File: config.mk
export PLATFORM = sky130hd
export DESIGN_NAME = fft_addr_sequencer
export DESIGN_NICKNAME = d
export VERILOG_FILES = /design/src/rtl/fft_addr_sequencer.sv
export SDC_FILE = /design/constraint.sdc
export NUM_CORES = 1
export LEC_CHECK = 0
export ABC_AREA = 1
export BUFFER_PORTS_ARGS = -buffer_cell sky130_fd_sc_hd__buf_2
export CORE_UTILIZATION = 45
export CTS_CLUSTER_SIZE = 25
export DETAILED_ROUTE_END_ITERATION = 8
export PLACE_DENSITY = 0.68
export SKIP_LAST_GASP = 1
export SYNTH_ARGS = -nofsm -noshare
export SYNTH_HDL_FRONTEND = slang
export SYNTH_SLANG_ARGS = --single-unit
File: constraint.sdc
create_clock -name i_CLK -period 2.93 [get_ports i_CLK]
set_input_delay 0.4395 -clock i_CLK [delete_from_list [all_inputs] [get_ports i_CLK]]
set_output_delay 0.4395 -clock i_CLK [all_outputs]
set_load 0.02 [all_outputs]
File: src/rtl/fft_addr_sequencer.sv
// fft_addr_sequencer
//   Address/control sequencer for an in-place radix-2 DIT FFT of N = 2**ADDR_SIZE
//   points. Issues one butterfly read per cycle, drains the butterfly pipe between
//   stages and regenerates the write enable by delaying the read strobe.
//   Optional feature macro: FFT_INVERSE_EN (adds i_inverse, conjugate twiddles).
//
//   state | meaning
//   IDLE  | waiting for i_start
//   RUN   | one butterfly read per cycle, k = 0..N/2-1 of stage s
//   DRAIN | PIPE_LATENCY cycles with no reads, waiting for write-back
//   DONE  | single-cycle completion pulse

module fft_addr_sequencer #(
  parameter int ADDR_SIZE    = 5,
  parameter int PIPE_LATENCY = 3
) (
  input  logic                         i_CLK,
  input  logic                         i_RST_N,
  input  logic                         i_start,
`ifdef FFT_INVERSE_EN
  input  logic                         i_inverse,
`endif
  output logic [ADDR_SIZE-1:0]         o_rdaddr_A,
  output logic [ADDR_SIZE-1:0]         o_rdaddr_B,
  output logic                         o_rd_en,
  output logic [ADDR_SIZE-1:0]         o_twiddle_idx,
  output logic [$clog2(ADDR_SIZE)-1:0] o_stage,
  output logic                         o_wr_en,
  output logic                         o_busy,
  output logic                         o_done
);

  localparam int AW = ADDR_SIZE;
  localparam int KW = ADDR_SIZE - 1;
  localparam int SW = $clog2(ADDR_SIZE);
  localparam int DW = $clog2(PIPE_LATENCY + 1);
  localparam logic [SW-1:0] S_LAST = SW'(ADDR_SIZE - 1);

  typedef enum logic [1:0] {IDLE, RUN, DRAIN, DONE} state_t;

  state_t            r_state, w_state_nxt;
  logic [KW-1:0]     r_k, w_k_nxt;
  logic [SW-1:0]     r_s, w_s_nxt;
  logic [DW-1:0]     r_drain, w_drain_nxt;
  logic [PIPE_LATENCY-1:0] r_wr_pipe;

  logic [AW-1:0]     w_k_ext, w_sh, w_mask, w_low;
  logic [AW-1:0]     w_addr_a, w_addr_b, w_tw_fwd, w_tw;

  // State and counter registers
  always_ff @(posedge i_CLK) begin
    if (!i_RST_N) begin
      r_state <= IDLE;
      r_k     <= '0;
      r_s     <= '0;
      r_drain <= '0;
    end else begin
      r_state <= w_state_nxt;
      r_k     <= w_k_nxt;
      r_s     <= w_s_nxt;
      r_drain <= w_drain_nxt;
    end
  end

  // Next-state logic; drain is a down-counter terminating at zero
  always_comb begin
    w_state_nxt = r_state;
    w_k_nxt     = r_k;
    w_s_nxt     = r_s;
    w_drain_nxt = r_drain;
    case (r_state)
      IDLE: begin
        if (i_start) begin
          w_state_nxt = RUN;
          w_k_nxt     = '0;
          w_s_nxt     = '0;
        end
      end
      RUN: begin
        if (&r_k) begin
          w_state_nxt = DRAIN;
          w_drain_nxt = DW'(PIPE_LATENCY - 1);
        end else begin
          w_k_nxt = r_k + KW'(1);
        end
      end
      DRAIN: begin
        if (r_drain == '0) begin
          if (r_s != S_LAST) begin
            w_state_nxt = RUN;
            w_s_nxt     = r_s + SW'(1);
            w_k_nxt     = '0;
          end else begin
            w_state_nxt = DONE;
          end
        end else begin
          w_drain_nxt = r_drain - DW'(1);
        end
      end
      DONE:    w_state_nxt = IDLE;
      default: w_state_nxt = IDLE;
    endcase
  end

  // Butterfly addresses and twiddle for the (s, k) about to be issued
  always_comb begin
    w_k_ext  = AW'(w_k_nxt);
    w_sh     = AW'(w_s_nxt);
    w_mask   = (AW'(1) << w_sh) - AW'(1);
    w_low    = w_k_ext & w_mask;
    w_addr_a = ((w_k_ext >> w_sh) << (w_sh + AW'(1))) | w_low;
    w_addr_b = w_addr_a | (AW'(1) << w_sh);
    w_tw_fwd = w_low << (AW'(AW - 1) - w_sh);
  end

`ifdef FFT_INVERSE_EN
  logic r_inverse;
  logic w_inv;

  // Direction is captured when a start is accepted and held for the whole run
  always_ff @(posedge i_CLK) begin
    if (!i_RST_N)
      r_inverse <= 1'b0;
    else if (r_state == IDLE && i_start)
      r_inverse <= i_inverse;
  end

  // The first read is issued on the accept edge, so bypass the latch in IDLE
  always_comb begin
    w_inv = (r_state == IDLE) ? i_inverse : r_inverse;
    w_tw  = w_inv ? (AW'(0) - w_tw_fwd) : w_tw_fwd;
  end
`else
  assign w_tw = w_tw_fwd;
`endif

  // Registered outputs; addresses hold while no read is issued
  always_ff @(posedge i_CLK) begin
    if (!i_RST_N) begin
      o_rd_en       <= 1'b0;
      o_busy        <= 1'b0;
      o_done        <= 1'b0;
      o_rdaddr_A    <= '0;
      o_rdaddr_B    <= '0;
      o_twiddle_idx <= '0;
      o_stage       <= '0;
    end else begin
      o_rd_en <= (w_state_nxt == RUN);
      o_busy  <= (w_state_nxt == RUN) || (w_state_nxt == DRAIN);
      o_done  <= (w_state_nxt == DONE);
      if (w_state_nxt == RUN) begin
        o_rdaddr_A    <= w_addr_a;
        o_rdaddr_B    <= w_addr_b;
        o_twiddle_idx <= w_tw;
        o_stage       <= w_s_nxt;
      end
    end
  end

  // Read strobe delayed by the pipe depth becomes the write enable
  always_ff @(posedge i_CLK) begin
    if (!i_RST_N) begin
      r_wr_pipe <= '0;
    end else begin
      r_wr_pipe[0] <= o_rd_en;
      for (int i = 1; i < PIPE_LATENCY; i++)
        r_wr_pipe[i] <= r_wr_pipe[i-1];
    end
  end

  assign o_wr_en = r_wr_pipe[PIPE_LATENCY-1];

endmodule

==> results.yml <==
sta:
  maxSlewHeadroom: 0.689
  setup_tns_ps: 0
  setup_viol: 0
  tightest_slew_ps: 462
  slew_viol_final: 0
  clock_skew_ps: 5.95
  period_needed_ps: 2660
  rsz0062_at_grt: "false"
  finalCritPeriodShare: 0.907
  timing.final.hold_violations: 0
  fmax_mhz: 376
floorplanning:
  die_w_um: 69.6
  die_height_um: 69.6
  rows: 24
  core_um2: 4380
  initial_core_util: 0.469
  io_pins: 25
  die_area_um2: 4850
power:
  cellPowerDensity_nw_per_um2: 423
  totalPowerFinal_w: 0.000998
  leakagePower_nw: 1.24
  ir_drop_mv: 0.212
finish:
  fin_nets: 348
  diodes: 0
  area_delta_synth_final_pct: 14.6
  multiInputGateArea_um2: 1170
  seq_area_um2: 701
  final_area_um2: 2360
  layout-drive-gt1-share: 0.211
  n_fill_cell: 442
  fin_util: 0.538
logic_synthesis:
  ys_top_cells_by_area: "dfxtp_1, nand2_1, ha_1"
  synth_area_um2: 2060
  ys_ff_latch: 35
  yosysWarningCount: 0
  yosysUniqueCellTypes: 28
  synth_seq_area_share: 0.340
  dominantRegCellSynth: "dfxtp_1"
  synthesis.instances: 299
  synth_area_per_cell_um2: 6.88
  async_flop_share: 0
  yosysTopAreaCell: "dfxtp_1"
  synth_edf_count: 0
  synth_top_area_frac: 0.340
  syn_nets: 316
clock_tree:
  post_cts_buffers: 0
  h-tree-depth: 2
  clock_latency_ps: 290
  clock-sinks: 35
  clk_pin_slew_worst_paths_ps: 80
  cts_tree: "done"
  cts_buffers: 5
  cts.path.max_buffers: 2
  clockRootBuffer: "clkbuf_8"
critical_path:
  max_stage_delay_ps: 400
  crit_slowest_cell: "dfxtp_1"
  crit_required_ps: 3170
  cp_max_fo: 7
  rr_worst_depth: 16
  end_kind: "register"
  path_class: "reg -> reg"
  start_kind: "register"
  crit_chain: "inv_1, ha_1, nand2_1, nand2_1, nand2_1, nand3_2, inv_2, ha_1, ha_1, inv_1, ha_1, nor3_2, nand2_1, nand3_1, nand4_1, nand2_1"
  crit_arrival_ps: 2900
  critPathMostFrequentCell: "nand2_1"
global_routing:
  grt_busiest_layer: "met2"
  use_met3: 0.0509
  grt_first_pass_wirelength_um: 8150
  grt_use_met2: 0.331
  grt_pass1_vias: 1857
  grt_max_degree: 17
  antenna_found_initial: 0
  grt.total_usage: 0.209
  gr-total-overflow: 0
  met1_usage: 0.274
hold_path:
  hold_class: "reg -> reg"
  hold_depth: 2
routing:
  wire_per_inst_um: 12.0
  dr.pass1.iters: 4
  drt_iter0_drc: 108
  drc: 0
  postRouteAntennaNets: 0
  vias: 1942
  drt_wl_total_um: 4620
  viasPerCell: 5.06
place:
  place.gp.congestion: 0.943
  io_buffers: 24
  dp.final_hpwl_um: 3530
  placed_cell_area_um2: 2270
job:
  drv_cap: 0
status:
  status: "finished clean"
## area by class of cell
type                       count  area share
clock buffer                   5      0.0292
clock inverter                 3     0.00849
inverter                      44      0.0711
multi-input combinational    215       0.497
sequential                    35       0.297
tap                           52      0.0276
timing repair buffer          30      0.0700
## synth_stat cells, types with 3 or more instances
library cell / instances
a21oi_1: 10
a21oi_2: 3
clkbuf_1: 5
dfxtp_1: 35
ha_1: 14
inv_1: 40
inv_2: 3
nand2_1: 79
nand2_2: 7
nand3_1: 26
nand3_2: 3
nand4_1: 3
nor2_1: 28
nor2_2: 5
nor2_4: 3
o211ai_1: 4
o21ai_0: 12
o21ai_1: 5
## through the flow
stage          cells  hold WS [ps]  worst slack (ps)
3_3_place_gp     376           394               367
2_1_floorplan    299           390               151
4_1_cts          384           427               260
5_1_grt          384           445              44.7
6_report         384           421               273
3_5_place_dp     376           406               287
## cells in the final DEF (no fill, tap or decap), drive strengths merged
| cell | instances |
|---|---|
| nand4 | 3 |
| a21oi | 13 |
| ha | 14 |
| nand2 | 88 |
| o211ai | 4 |
| nor2 | 36 |
| o31ai | 1 |
| nor3 | 1 |
| o21ai | 20 |
| clkbuf | 5 |
| a31oi | 2 |
| and2 | 1 |
| clkinvlp | 2 |
| dfxtp | 35 |
| inv | 44 |
| clkinv | 1 |
| buf | 30 |
| o21a | 2 |
| a211oi | 1 |
| nand3 | 29 |
## worst max-delay path: cells and delay by family (launching register included)
family / cells / cell delay, ps
buffers and inverters: 3 / 310
AND/OR/NAND/NOR: 9 / 900
flip-flops: 1 / 400
adder cells (fa/ha/maj): 4 / 980
## sequential cells by signal, summed over array words and instances, names as in the netlist
signal         count
o_rd_en            1
o_rdaddr_A         5
r_drain            2
o_rdaddr_B         5
o_twiddle_idx      5
r_state            2
r_s                3
o_stage            3
r_k                4
o_done             1
o_busy             1
r_wr_pipe          3
## routing by layer
metal | vias up | share of wire
met4 | 0 | 0.019
met5 | - | 0
met3 | 8 | 0.060
met2 | 55 | 0.45
met1 | 856 | 0.47
li1 | 1023 | -
## worst paths after layout
| path | to | slack [ps] | startpoint |
|---|---|---|---|
| worst min register to register | r_wr_pipe[1] | 420 | r_wr_pipe[0] |
| worst max-delay path | o_twiddle_idx[3] | 270 | r_s[0] |
| worst max register to register | o_twiddle_idx[3] | 270 | r_s[0] |
| worst min-delay path | r_wr_pipe[1] | 420 | r_wr_pipe[0] |
## power breakdown
part           total [W]  switching, W  internal, W  leakage [nW]
logic           0.000136     0.0000899    0.0000464         0.919
registers       0.000508     0.0000123     0.000496         0.285
clock network   0.000353      0.000188     0.000165        0.0402
total           0.000998      0.000290     0.000708          1.24
## kinds of logic after synthesis
kind of cell    count (synthesis)  synth area share
simple gates                  158             0.354
buf+inv                        49            0.0906
compound gates                 43             0.130
flops                          35             0.340
fa+ha+maj                      14            0.0851
## timing repair
action	in CTS	in global routing
setup endpoints to repair	0	1
gates resized for setup	0	1
hold buffers	0	0
(Power assumes the default switching activity.)
